==> src/rtl/dac_wave_sequencer.sv <==
// rtl/dac_wave_sequencer.sv - 16-step DAC waveform sequencer with prescaler and boundary-aligned mode switch
module dac_wave_sequencer #(
    parameter int DIV = 2
) (
    input  logic       clk,
    input  logic       rst,
    input  logic       en,
    input  logic [1:0] k,
    output logic [3:0] out,
    output logic [1:0] mode,
    output logic       sample_stb,
    output logic       period_done,
    output logic       sw_pending
);

    localparam int W = $clog2(DIV) + 1;
    localparam logic [W-1:0] LAST = W'(DIV - 1);

    localparam logic [0:0] IDLE = 1'b0;
    localparam logic [0:0] RUN  = 1'b1;

    logic [0:0]   state;
    logic [3:0]   phase;
    logic [W-1:0] div_cnt;
    logic         step;
    logic [3:0]   phase_next;

    assign step       = (div_cnt == LAST);
    assign phase_next = phase + 4'd1;

    // Waveform table: falling half of the triangle is 15-2q, i.e. the bitwise inverse of 2q.
    function automatic logic [3:0] wave(input logic [1:0] m, input logic [3:0] p);
        logic [3:0] v;
        v = 4'd0;
        case (m)
            2'b00: v = p;
            2'b01: v = p[3] ? ~{p[2:0], 1'b0} : {p[2:0], 1'b0};
            2'b10: v = {4{p[3]}};
            default: begin
                case (p)
                    4'd0:  v = 4'd8;
                    4'd1:  v = 4'd11;
                    4'd2:  v = 4'd13;
                    4'd3:  v = 4'd15;
                    4'd4:  v = 4'd15;
                    4'd5:  v = 4'd15;
                    4'd6:  v = 4'd13;
                    4'd7:  v = 4'd11;
                    4'd8:  v = 4'd8;
                    4'd9:  v = 4'd5;
                    4'd10: v = 4'd3;
                    4'd11: v = 4'd1;
                    4'd12: v = 4'd0;
                    4'd13: v = 4'd1;
                    4'd14: v = 4'd3;
                    default: v = 4'd5;
                endcase
            end
        endcase
        return v;
    endfunction

    // Main sequencer: run/idle control, prescaler, phase stepping and wrap-time mode latch.
    always_ff @(posedge clk) begin
        if (rst) begin
            state       <= IDLE;
            out         <= 4'd0;
            mode        <= 2'b00;
            phase       <= 4'd0;
            div_cnt     <= '0;
            sample_stb  <= 1'b0;
            period_done <= 1'b0;
        end else begin
            sample_stb  <= 1'b0;
            period_done <= 1'b0;
            case (state)
                IDLE: begin
                    phase   <= 4'd0;
                    div_cnt <= '0;
                    if (en) begin
                        state <= RUN;
                        mode  <= k;
                        out   <= wave(k, 4'd0);
                    end else begin
                        out <= 4'd0;
                    end
                end
                default: begin
                    if (!en) begin
                        // Disable wins over a coincident step: park the DAC, no pulses.
                        state   <= IDLE;
                        out     <= 4'd0;
                        phase   <= 4'd0;
                        div_cnt <= '0;
                    end else if (step) begin
                        div_cnt    <= '0;
                        sample_stb <= 1'b1;
                        phase      <= phase_next;
                        if (phase == 4'd15) begin
                            // Period boundary: the only point where a new shape is adopted.
                            mode        <= k;
                            out         <= wave(k, 4'd0);
                            period_done <= 1'b1;
                        end else begin
                            out <= wave(mode, phase_next);
                        end
                    end else begin
                        div_cnt <= div_cnt + 1'b1;
                    end
                end
            endcase
        end
    end

    // Flag a requested shape that is still waiting for the next period boundary.
    always_ff @(posedge clk) begin
        if (rst) begin
            sw_pending <= 1'b0;
        end else begin
            sw_pending <= (state == RUN) && (k != mode);
        end
    end

endmodule

==> config.mk <==
export PLATFORM = sky130hd
export DESIGN_NAME = dac_wave_sequencer
export DESIGN_NICKNAME = d
export VERILOG_FILES = /design/src/rtl/dac_wave_sequencer.sv
export SDC_FILE = /design/constraint.sdc
export NUM_CORES = 1
export LEC_CHECK = 0
export ABC_AREA = 1
export ABC_CLOCK_PERIOD_IN_PS = 2600
export CAP_MARGIN = 20
export CORE_MARGIN = 2
export CORE_UTILIZATION = 56
export DETAILED_ROUTE_END_ITERATION = 6
export PLACE_DENSITY = 0.81
export SLEW_MARGIN = 20
export SYNTH_ARGS = -nofsm -noshare
export SYNTH_HDL_FRONTEND = slang
export SYNTH_SLANG_ARGS = --single-unit
==> constraint.sdc <==
create_clock -name clk -period 2.6 [get_ports clk]
set_clock_uncertainty 0.2 [all_clocks]
set_input_delay 0.39 -clock clk [delete_from_list [all_inputs] [get_ports clk]]
set_output_delay 0.39 -clock clk [all_outputs]
set_load 0.05 [all_outputs]
==> metrics.txt <==
number of synthesized flops with an enable pin=0; leakage power total=0.0005611 uW; cells along the critical path=clkdlybuf4s50_1; CP Capture Type=output pin; slowest stage delay, CP=0.84 ns; Placeable Area=1559 um2; Setup crit start kind=register; final critical-path required period=2.160 ns; Max Cap Violations=0; chip width=45.45 um; Final Cycle Share=83.10%; asr flop ratio synth=0%; CTS Buffer Depth=2; root buf cell=clkbuf_4; Worst Setup SP=mode[0]; library cells used by synthesis=24; syn_area_per_cell=6.922 um2; largest net degree at the start of global routing=10; Synth Net Count=152; Synth-to-Final Area Change=19.38%; Max transition margin=66.73%; PortBufs=13; initial antenna violation count=0; CTS resizes=0; Worst Setup Path Type=reg -> out; Initial Util=61.72%; I/O pins=14; Critical R2R Launch=phase[0]; count leader, synth=nand2_1; critical path depth=1; Vias per Instance=5.256; top post-synthesis cells by count=nand2_1 (36), inv_1 (23), dfxtp_1 (16), nor2_1 (11), nand3_1 (9); H-tree depth=1; CTS Hold Bufs=0; routability cong.=0.7987; Worst-Skew Late Latency=0.29 ns; Detailed Route WL=2007 um; CP top delay family=buffers and inverters; DIE HEIGHT=45.45 um; Max Slew Vio Count=0; CP max FO=6; CP endpoint=mode[0]; FF+latch area=320.3 um2; Worst Tran Pin Value=0.4975 ns; DR DRC count=0; Pwr Density=421.4 nW/um2; maximum vdd drop=0.2938 mV; Final ANT Viol Nets=0; register area share after synthesis=33.29%; flops & latches, synth=16; Min Hold Slack=0.2307 ns; Congestion Overflow GR=0; Setup TNS=0 ns; CTS Sinks=16; WL per Instance=11.67 um; final hold viol count=0; critical path arrival=1.57 ns; # diodes=0; area of the multi-input gates=555.5 um2; via count of the first global-routing pass=840; Layout Nets=170; Die Footprint=2066 um2; first-pass GRT wire length=3429 um; FP Rows=14; final setup fails=0; worst hold-check path type=reg -> reg; DR iter-0 viols=22; via count=904; Max Freq=462.9 MHz; top post-synthesis cells by area=dfxtp_1 (33%), nand2_1 (14%), ha_1 (10%), inv_1 (9.0%), nand3_1 (4.7%); CP Buf/Inv Count=1; CP max-delay cell=clkdlybuf4s50_1; final worst slack=0.4395 ns; WP data required=2.01 ns; Critical R2R Capture=out[2]; Num CTS Buffers=3; DP HPWL=1576 um; R2R Setup Slk=0.62 ns; top_reg_cell synth=dfxtp_1; TritonCTS clock tree=built; Post-Syn Area=962.2 um2; post-synth top area share=33.29%; leading area contributor after synthesis=dfxtp_1; RSZ-0062 raised after global routing=no; Reg2Reg Depth=11; cell count after synthesis=139; final core occ=73.68%; drt pass-1 iters=4; synth warn=0; run status=finished clean; total track usage=22.76%; fillers=129; Clock transition at path regs=0.10 ns; setup bufs post-CTS=0; layout cell share with drive strength beyond 1=9.615%; Setup WS pre-CTS=0.6256 ns
worst min-delay path by stage:
stage / startpoint / endpoint / slack (ns) / cells after the start
after CTS: div_cnt[0] / div_cnt[0] / 0.24 / 1
after floorplan: div_cnt[0] / div_cnt[0] / 0.20 / 1
final: div_cnt[0] / div_cnt[0] / 0.23 / 1
after global placement: div_cnt[0] / div_cnt[0] / 0.21 / 1
after detailed placement: div_cnt[0] / div_cnt[0] / 0.22 / 1
after global routing: div_cnt[0] / div_cnt[0] / 0.26 / 1
layout by cell type, fill, tap and decap left out:
cell and count:
nand2_1 36, inv_1 23, dfxtp_1 16, clkdlybuf4s50_1 13
nor2_1 11, nand3_1 9, a21oi_1 8, ha_1 8
o21ai_0 4, o21ai_1 3, nand2_2 3, nor3_1 3
clkbuf_4 3, a22oi_1 2, or2_2 2, nor2_2 1
nand4_2 1, nand3_2 1, nand2_4 1, a21oi_2 1
xnor2_1 1, nand4_1 1, nor2_4 1, o22ai_1 1
a41oi_1 1, nand3b_1 1, clkbuf_8 1
metrics by stage:
stage,area [um2],power [uW],cells
final,1149,484.0,172
after global routing,1149,505.5,172
after CTS,1149,485.2,172
after detailed placement,1112,323.4,168
after global placement,1112,321.2,168
after floorplan,962.2,300.4,139
logic make-up after synthesis:
group	after synthesis	synth area share [%]
AND/OR/NAND/NOR	71	34.59
buffers and inverters	23	8.972
AO/OA/AOI/OAI	20	11.83
flip-flops	16	33.29
adder cells (fa/ha/maj)	8	10.40
XOR/XNOR	1	0.9104
power breakdown:
group	internal, uW	total [uW]	switching [uW]
registers	250	255	5.17
logic	23.4	62.7	39.3
clock network	85.3	166	80.8
total	359	484	125
sequential cells by signal (all words and copies together), names as in the netlist:
name         flops
div_cnt          2
mode             2
out              4
period_done      1
phase            4
sample_stb       1
state            1
sw_pending       1
area by class of cell:
class / count / share of cell area, %
clock buffers: 4 / 3.159
inverters: 23 / 7.516
multi-input cells: 100 / 48.37
flip-flops and latches: 16 / 27.89
well taps: 16 / 1.743
repair buffers: 13 / 11.33
metal layers:
layer | track usage, % | share of wire, % | vias up
li1 | - | - | 477
met1 | 29.38 | 48 | 398
met2 | 37.75 | 48 | 27
met3 | 5.952 | 3.7 | 2
met4 | 5.294 | 0.45 | 0
met5 | 0 | 0 | -
Note: power is estimated with default switching activity, not from simulation.
